==> src/rtl/genius_pkg.sv <==
// Shared definitions for the Genius game pacing logic: state encoding,
// index width and default pacing constants.
package genius_pkg;

    typedef enum logic [1:0] {
        ST_IDLE    = 2'd0,
        ST_SHOW    = 2'd1,
        ST_GAP     = 2'd2,
        ST_WAIT_IN = 2'd3
    } state_e;

    localparam int IDX_W = 4;

    localparam int DEF_TICK_DIV      = 50_000_000;
    localparam int DEF_ON_TICKS      = 2;
    localparam int DEF_OFF_TICKS     = 1;
    localparam int DEF_TIMEOUT_TICKS = 10;

    function automatic int max3(input int a, input int b, input int c);
        int m;
        m = (a > b) ? a : b;
        return (m > c) ? m : c;
    endfunction

endpackage

==> src/rtl/tick_prescaler.sv <==
// Free-running divider producing a one-cycle tick every TICK_DIV clocks;
// a synchronous clear restarts the count so the owner can align phases.
module tick_prescaler #(
    parameter int TICK_DIV = 2
) (
    input  logic clock,
    input  logic reset,
    input  logic clear,
    output logic tick
);

    localparam int CW = $clog2(TICK_DIV);

    logic [CW-1:0] count;

    // NOTE: tick is decoded from the registered count, so it is glitch-free
    // and high for exactly one cycle per period.
    assign tick = (count == CW'(TICK_DIV - 1));

    always_ff @(posedge clock or negedge reset) begin
        if (!reset) begin
            count <= '0;
        end else if (clear || tick) begin
            count <= '0;
        end else begin
            count <= count + CW'(1);
        end
    end

endmodule

==> src/rtl/genius_pacer.sv <==
// Playback / answer-window pacer for the Genius game.
// Define GENIUS_PACER_TIMEOUT_EN to build the WAIT_IN state and timeout path.
module genius_pacer
    import genius_pkg::*;
#(
    parameter int TICK_DIV      = DEF_TICK_DIV,
    parameter int ON_TICKS      = DEF_ON_TICKS,
    parameter int OFF_TICKS     = DEF_OFF_TICKS,
    parameter int TIMEOUT_TICKS = DEF_TIMEOUT_TICKS
) (
    input  logic             clock,
    input  logic             reset,
    input  logic             play,
    input  logic [IDX_W-1:0] level,
    input  logic             rx_arm,
    input  logic             rx_ack,
    input  logic             rx_done,
    output logic [IDX_W-1:0] seq_idx,
    output logic             seq_show,
    output logic             busy,
    output logic             play_done,
    output logic             timeout
);

    localparam int TC_W = $clog2(max3(ON_TICKS, OFF_TICKS, TIMEOUT_TICKS) + 1);

    state_e           state;
    logic [IDX_W-1:0] level_q;
    logic [TC_W-1:0]  tick_cnt;
    logic [TC_W-1:0]  tick_limit;
    logic             tick;
    logic             phase_end;
    logic             win_restart;
    logic             presc_clr;

`ifdef GENIUS_PACER_TIMEOUT_EN
    logic timeout_q;
    assign timeout     = timeout_q;
    assign win_restart = (state == ST_WAIT_IN) && (rx_ack || rx_done);
`else
    logic unused_rx;
    assign unused_rx   = ^{rx_arm, rx_ack, rx_done};
    assign timeout     = 1'b0;
    assign win_restart = 1'b0;
`endif

    // Phase length is selected by state; any state change restarts the timebase.
    always_comb begin
        tick_limit = TC_W'(TIMEOUT_TICKS - 1);
        case (state)
            ST_SHOW: tick_limit = TC_W'(ON_TICKS - 1);
            ST_GAP:  tick_limit = TC_W'(OFF_TICKS - 1);
            default: ;
        endcase
        phase_end = tick && (tick_cnt == tick_limit);
        presc_clr = (state == ST_IDLE) || phase_end || win_restart;
    end

    tick_prescaler #(
        .TICK_DIV(TICK_DIV)
    ) u_prescaler (
        .clock(clock),
        .reset(reset),
        .clear(presc_clr),
        .tick (tick)
    );

    // NOTE: all state and outputs update with <= so every register sees the
    // pre-edge values of its neighbours regardless of statement order.
    always_ff @(posedge clock or negedge reset) begin
        if (!reset) begin
            state     <= ST_IDLE;
            level_q   <= '0;
            seq_idx   <= '0;
            seq_show  <= 1'b0;
            busy      <= 1'b0;
            play_done <= 1'b0;
            tick_cnt  <= '0;
`ifdef GENIUS_PACER_TIMEOUT_EN
            timeout_q <= 1'b0;
`endif
        end else begin
            play_done <= 1'b0;
`ifdef GENIUS_PACER_TIMEOUT_EN
            timeout_q <= 1'b0;
`endif
            if (presc_clr) begin
                tick_cnt <= '0;
            end else if (tick) begin
                tick_cnt <= tick_cnt + TC_W'(1);
            end

            case (state)
                ST_IDLE: begin
                    if (play) begin
                        level_q  <= level;
                        seq_idx  <= '0;
                        seq_show <= 1'b1;
                        busy     <= 1'b1;
                        state    <= ST_SHOW;
`ifdef GENIUS_PACER_TIMEOUT_EN
                    end else if (rx_arm) begin
                        busy  <= 1'b1;
                        state <= ST_WAIT_IN;
`endif
                    end
                end
                ST_SHOW: begin
                    if (phase_end) begin
                        seq_show <= 1'b0;
                        state    <= ST_GAP;
                    end
                end
                ST_GAP: begin
                    if (phase_end) begin
                        if (seq_idx == level_q) begin
                            busy      <= 1'b0;
                            play_done <= 1'b1;
                            state     <= ST_IDLE;
                        end else begin
                            seq_idx  <= seq_idx + IDX_W'(1);
                            seq_show <= 1'b1;
                            state    <= ST_SHOW;
                        end
                    end
                end
                ST_WAIT_IN: begin
`ifdef GENIUS_PACER_TIMEOUT_EN
                    // rx_ack only restarts the timebase via presc_clr.
                    if (rx_done) begin
                        busy  <= 1'b0;
                        state <= ST_IDLE;
                    end else if (!rx_ack && phase_end) begin
                        busy      <= 1'b0;
                        timeout_q <= 1'b1;
                        state     <= ST_IDLE;
                    end
`else
                    busy  <= 1'b0;
                    state <= ST_IDLE;
`endif
                end
                default: state <= ST_IDLE;
            endcase
        end
    end

endmodule

==> config.mk <==
export PLATFORM = sky130hd
export DESIGN_NAME = genius_pacer
export DESIGN_NICKNAME = d
export VERILOG_FILES = /design/src/rtl/genius_pkg.sv /design/src/rtl/tick_prescaler.sv /design/src/rtl/genius_pacer.sv
export SDC_FILE = /design/constraint.sdc
export NUM_CORES = 1
export LEC_CHECK = 0
export ABC_CLOCK_PERIOD_IN_PS = 6800
export CAP_MARGIN = 20
export CORE_MARGIN = 2
export CORE_UTILIZATION = 30
export DETAILED_ROUTE_END_ITERATION = 12
export PLACE_DENSITY_LB_ADDON = 0.2
export SETUP_SLACK_MARGIN = 0.05
export SLEW_MARGIN = 5
export SYNTH_ARGS = -nofsm -noshare
export SYNTH_HDL_FRONTEND = slang
export SYNTH_SLANG_ARGS = --single-unit
==> constraint.sdc <==
create_clock -name clock -period 6.8 [get_ports clock]
set_input_delay 1.36 -clock clock [delete_from_list [all_inputs] [get_ports clock]]
set_output_delay 1.36 -clock clock [all_outputs]
set_load 0.03 [all_outputs]
==> results of run 1 <==
==> final timing paths <==
path	from	end	slack (ps)
worst max register to register	state[0]	seq_show	4170
worst min-delay path	seq_show	seq_show	490
worst min register to register	seq_show	seq_show	490
worst max-delay path	seq_idx[0]	seq_idx[0]	3930
max in group asynchronous	reset	u_prescaler.count[25]	5390
min in group asynchronous	reset	busy	920
==> final cells by class <==
type / instances / area, um2 / share of cell area
clock buffer: 6 / 72.6 / 0.0277
clock inverter: 2 / 12.5 / 0.00477
inverter: 6 / 22.5 / 0.00858
multi-input combinational: 175 / 1160 / 0.442
sequential: 43 / 1080 / 0.410
tap: 99 / 124 / 0.0472
timing repair buffer: 16 / 158 / 0.0601
==> per-layer routing <==
layer | global-route usage | vias up
met5 | 0 | -
met4 | 0.0278 | 0
met3 | 0.0274 | 6
met2 | 0.189 | 16
met1 | 0.143 | 789
li1 | - | 827
==> cell usage after synthesis (3+ instances only) <==
master and n:
buf_2 3, o211ai_1 4, nand4_1 6, clkbuf_1 4
mux2_2 4, and4_1 5, nand2_1 17, a21oi_1 5
or4_1 4, inv_1 6, ha_1 9, and3_1 5
nor2_1 37, nand3_1 21, xor2_1 17, xnor2_1 13
dfrtp_1 43
==> power by group through the flow <==
stage / Sequential, uW / Combinational [uW] / Clock [uW]
floorplan: 308 / 105 / 0
global placement: 307 / 144 / 0
detailed placement: 308 / 145 / 0
CTS: 303 / 145 / 171
global route: 308 / 159 / 181
finish: 302 / 141 / 163
==> state kept, by name (all words and copies together) (netlist names) <==
| signal | count |
|---|---|
| seq_idx | 4 |
| busy | 1 |
| level_q | 4 |
| u_prescaler.count | 26 |
| tick_cnt | 4 |
| play_done | 1 |
| seq_show | 1 |
| state | 2 |
==> stage by stage <==
stage | total power [uW] | util
floorplan | 414 | -
global route | 647 | 0.358
global placement | 450 | 0.343
finish | 606 | 0.358
detailed placement | 453 | 0.343
CTS | 619 | 0.354
==> logic make-up (layout without fill, tap and decap cells) <==
group           count (synthesis)  count (layout)  share of synthesized area
simple gates                  114             114                      0.269
flops                          43              43                      0.469
xor+xnor                       30              30                      0.115
compound gates                 15              15                     0.0425
buf+inv                        14              30                     0.0262
fa+ha+maj                       9               9                     0.0491
mux                             6               6                     0.0284
other cells                     1               1                    0.00163
==> cell usage in the layout (no fill, tap or decap), types with 2 or more instances in the layout <==
master / Yosys / layout
dfrtp_1: 43 / 43
nor2_1: 37 / 37
nand3_1: 21 / 21
nand2_1: 17 / 17
xor2_1: 17 / 17
xnor2_1: 13 / 13
clkdlybuf4s50_1: 0 / 12
ha_1: 9 / 9
inv_1: 6 / 6
nand4_1: 6 / 6
and4_1: 5 / 5
and3_1: 5 / 5
a21oi_1: 5 / 5
clkbuf_8: 0 / 5
mux2_2: 4 / 4
o211ai_1: 4 / 4
or4_1: 4 / 4
nor4b_1: 2 / 2
nand3_2: 2 / 2
nand2b_1: 2 / 2
nor4_1: 2 / 2
nor2b_1: 2 / 2
or2_2: 2 / 2
mux2i_1: 2 / 2
o21ai_0: 2 / 2
==> qor.yml, run 1 <==
synth_edf_count: 0
powerDensity_nw_per_um2: 231
drt_iter0_markers: 47
grt_pass1_vias: 1681
crit_path_top_delay_cell: "clkdlybuf4s50_1"
numClockSinks: 43
rsz0062_at_grt: "no"
ff2ff_path_depth: 7
max_freq_ghz: 0.349
placed_cell_area_um2: 2510
cp_slowest_stage_delay_ps: 720
final_max_slew_viol_count: 0
io_buffer_count: 13
min_path_type: "reg -> reg"
synth_ff_type: "dfrtp_1"
peakVddDrop_mv: 0.0807
numCtsBuffers: 5
seqPwrFrac: 0.499
hold_viol_final: 0
hold_depth: 1
hold_ws_ps: 486
p_clk_frac: 0.268
fin_crit_ps: 2870
via_count: 1638
comb_power_share: 0.233
power_leakage_uw: 0.00110
crit_type: "reg -> out"
cts.repair.resized: 0
p_sw_uw: 197
dp.cells: 337
nets: 266
die_area_um2: 8360
die_w_um: 91.5
dr_wl_met3_um: 109
cts.path.max_buffers: 2
avgSynthCellArea_um2: 9.89
arrival_ps: 1510
grt_pass1_wl_um: 7750
post-cts-setup-buffers: 0
outcome: "complete, no violations"
synth_seq_area_share: 0.469
critical_path_buf_inv_count: 1
wl_per_cell_um: 12.3
cp-start-kind: "flop"
drcViolationCount: 0
grt_max_degree: 44
root_buffer: "clkbuf_8"
netSwitchingFraction: 0.325
synth_cell_type_count: 38
antenna_found_initial: 0
async_flop_share: 1.00
rows: 31
required_ps: 5440
postCtsHoldBufs: 0
io_pins: 18
synth.area.top_cells: "dfrtp_1 (47%), xor2_1 (6.5%), nor2_1 (6.1%)"
relSlewSlack: 0.349
yosys.area.top_type: "dfrtp_1"
maxUsedRoutingLayer: "met4"
core-area_um2: 7330
synth.net_count: 251
fillers: 734
overflow: 0
path_cells: "clkdlybuf4s50_1"
worstPathMaxFanout: 7
htree_levels: 2
skew_ps: 16.1
drive_gt1_frac: 0.0847
report.final.setup_viol: 0
critical_path.top_delay_family: "buffers and inverters"
grtUsageTotal: 0.112
synth_seq_cells: 43
area_growth_pct: 14.3
place_ws_ps: 3750
clk_pin_slew_ps: 90
met1_length_um: 2090
design_area_um2: 2620
gp_congestion: 0.803
worst_pin_slew_ps: 976
end_kind: "primary output"
start_util: 0.313
antenna_left: 0
fin_tns_setup_ps: 0
diodes: 0
cp.depth: 1
place_hpwl_um: 2920
syn_area_um2: 2290
period_share: 0.422
syn_inst: 232
die_h_um: 91.5
drv_cap: 0
drt_wl_total_um: 4260
internal-power_uw: 409
finalNonFillerCells: 347
cts_tree: "done"
synth_top_area_share: 0.469
met2WireLength_um: 2010
setup_slack_ps: 3930
clk_latency_ps: 300
post_drt_via_cell_ratio: 4.72
dr.pass1.iters: 4
yosys_warnings: 0
No activity file was read; power rests on OpenSTA's default activity.
==> inputs of run 2 (changes only) <==
- ABC_CLOCK_PERIOD_IN_PS: 6800 -> 2300
- clock period: 6.8 -> 2.3 ns (I/O delays scaled with it)
==> run 2 against run 1 <==
  * Die area unchanged
  * Critical endpoint is now seq_show
  * Final cell count grew 4.3%
  * Combinational power increased to 3.7 times the previous value
  * Sequential cell count is the same
  * Worst setup slack worse by 3700 ps
  * Routed wire length grew 1.7%
  * Sequential power grew to 2.9 times the previous value
  * First-iteration DRC count rose by 4.3%
  * Core utilization is 1.8 points higher
  * Via count increased by 2.2%
  * Highest routed layer unchanged
  * Non-clock buffer count rose by 15
==> qor.yml, run 2 (same netlist as run 1, synthesis figures left out) <==
dr.pass1.iters: 4  # unchanged
post_drt_via_cell_ratio: 4.62  # was 4.72
worst_pin_slew_ps: 667  # was 976 ps
die_h_um: 91.5  # unchanged
peakVddDrop_mv: 0.312  # was 0.0807 mV
regArea_um2: 1080  # unchanged
place_hpwl_um: 2970  # was 2920 um
finalNonFillerCells: 362  # was 347
powerDensity_nw_per_um2: 682  # was 231 nW/um2
layout_common_cells: "dfrtp_1 (43), nor2_1 (37), nand3_1 (20)"  # was dfrtp_1 (43), nor2_1 (37), nand3_1 (21)
core-area_um2: 7330  # unchanged
placed_cell_area_um2: 2630  # was 2510 um2
design_area_um2: 2750  # was 2620 um2
min_path_type: "in -> async"  # was reg -> reg
io_pins: 18  # unchanged
fin_tns_setup_ps: 0  # unchanged
rsz0062_at_grt: "no"  # unchanged
hold_viol_final: 0  # unchanged
htree_levels: 2  # unchanged
worstPathMaxFanout: 5  # was 7
final_common_cell: "dfrtp_1"  # unchanged
overflow: 0  # unchanged
power_leakage_uw: 0.00117  # was 0.00110 uW
crit_type: "reg -> reg"  # was reg -> out
hold_ws_ps: 230  # was 486 ps
dp.cells: 350  # was 337
drt_iter0_markers: 49  # was 47
clk_latency_ps: 300  # about the same
dr_wl_met3_um: 102  # was 109 um
io_buffer_count: 13  # unchanged
area_growth_pct: 20.0  # was 14.3%
fin_crit_ps: 2090
numClockSinks: 43  # unchanged
maxUsedRoutingLayer: "met4"  # unchanged
cts_tree: "done"  # unchanged
final_max_slew_viol_count: 0  # unchanged
outcome: "complete, no violations"  # unchanged
relSlewSlack: 0.551  # was 0.349
rows: 31  # unchanged
drv_cap: 0  # unchanged
met1_length_um: 2160  # was 2090 um
grt_pass1_wl_um: 8080  # was 7750 um
period_share: 0.909
grt_max_degree: 44  # unchanged
nets: 281  # was 266
cp-start-kind: "flop"  # unchanged
grt_pass1_vias: 1726  # was 1681
clk_pin_slew_ps: 90  # about the same
grtUsageTotal: 0.117  # was 0.112
wl_per_cell_um: 12.0  # was 12.3 um
drcViolationCount: 0  # unchanged
ff2ff_path_depth: 7  # unchanged
gp_congestion: 0.774  # was 0.803
die_w_um: 91.5  # unchanged
met2WireLength_um: 2050  # was 2010 um
cts.path.max_buffers: 2  # unchanged
skew_ps: 13.1  # was 16.1 ps
die_area_um2: 8360  # unchanged
power_uw: 1880  # was 606 uW
antenna_found_initial: 0  # unchanged
antenna_left: 0  # unchanged
arrival_ps: 2270  # was 1510 ps
drt_wl_total_um: 4340  # was 4260 um
end_kind: "flop"  # was primary output
largest_register: "u_prescaler.count"  # unchanged
fillers: 750  # was 734
report.final.setup_viol: 0  # unchanged
max_freq_ghz: 0.478
postCtsHoldBufs: 0  # unchanged
numCtsBuffers: 5  # unchanged
required_ps: 2480  # was 5440 ps
diodes: 0  # unchanged
start_util: 0.313  # unchanged
via_count: 1674  # was 1638
root_buffer: "clkbuf_8"  # unchanged
multi_input_area_um2: 1180  # was 1160 um2
drive_gt1_frac: 0.141  # was 0.0847
largest_reg_flops: 26  # unchanged
==> run 2: timing repair <==
action,in CTS,in global routing
endpoints found under the setup margin,0,6
gates resized for setup,0,3
buffers inserted,0,4
==> run 2: worst paths after layout <==
kind | from | end | slack [ps]
max | state[1] | seq_show | 210
min | reset | seq_idx[2] | 230
max reg2reg | state[1] | seq_show | 210
min reg2reg | seq_show | seq_show | 480
max in group asynchronous | reset | u_prescaler.count[5] | 1670
min in group clock | seq_show | seq_show | 480
==> run 2: final cells by class <==
cell class | instances | area share
inverters | 6 | 0.00818
clock buffers | 7 | 0.0277
clock inverters | 1 | 0.00182
flip-flops and latches | 43 | 0.391
well taps | 99 | 0.0450
repair buffers | 31 | 0.0991
multi-input cells | 175 | 0.427
==> run 2: routing by layer <==
metal	up-vias	track usage
met3	2	0.0282
met4	0	0.0316
met1	795	0.155
li1	862	-
met5	-	0
met2	15	0.190
==> run 2: stage by stage <==
step / utilization / worst slack (ps)
after floorplan: - / 117
after global placement: 0.359 / 95.1
after detailed placement: 0.359 / 63.0
after CTS: 0.370 / 53.6
after global routing: 0.375 / 56.4
final: 0.375 / 210
==> run 2: worst max-delay path: stages (launching register included) <==
cell     delay, ps
dfrtp_1        380
buf_4          160
ha_1           190
xnor2_1        150
nor4_4         300
nand3_2        140
or4b_1         480
a21o_1         180
==> run 2: where the power goes <==
| part | total (uW) | internal, uW | switching (uW) | leakage, uW |
|---|---|---|---|---|
| clock | 471 | 214 | 257 | 0.0000422 |
| sequential | 884 | 831 | 53.1 | 0.000579 |
| combinational | 524 | 244 | 280 | 0.000552 |
| total | 1880 | 1290 | 590 | 0.00117 |
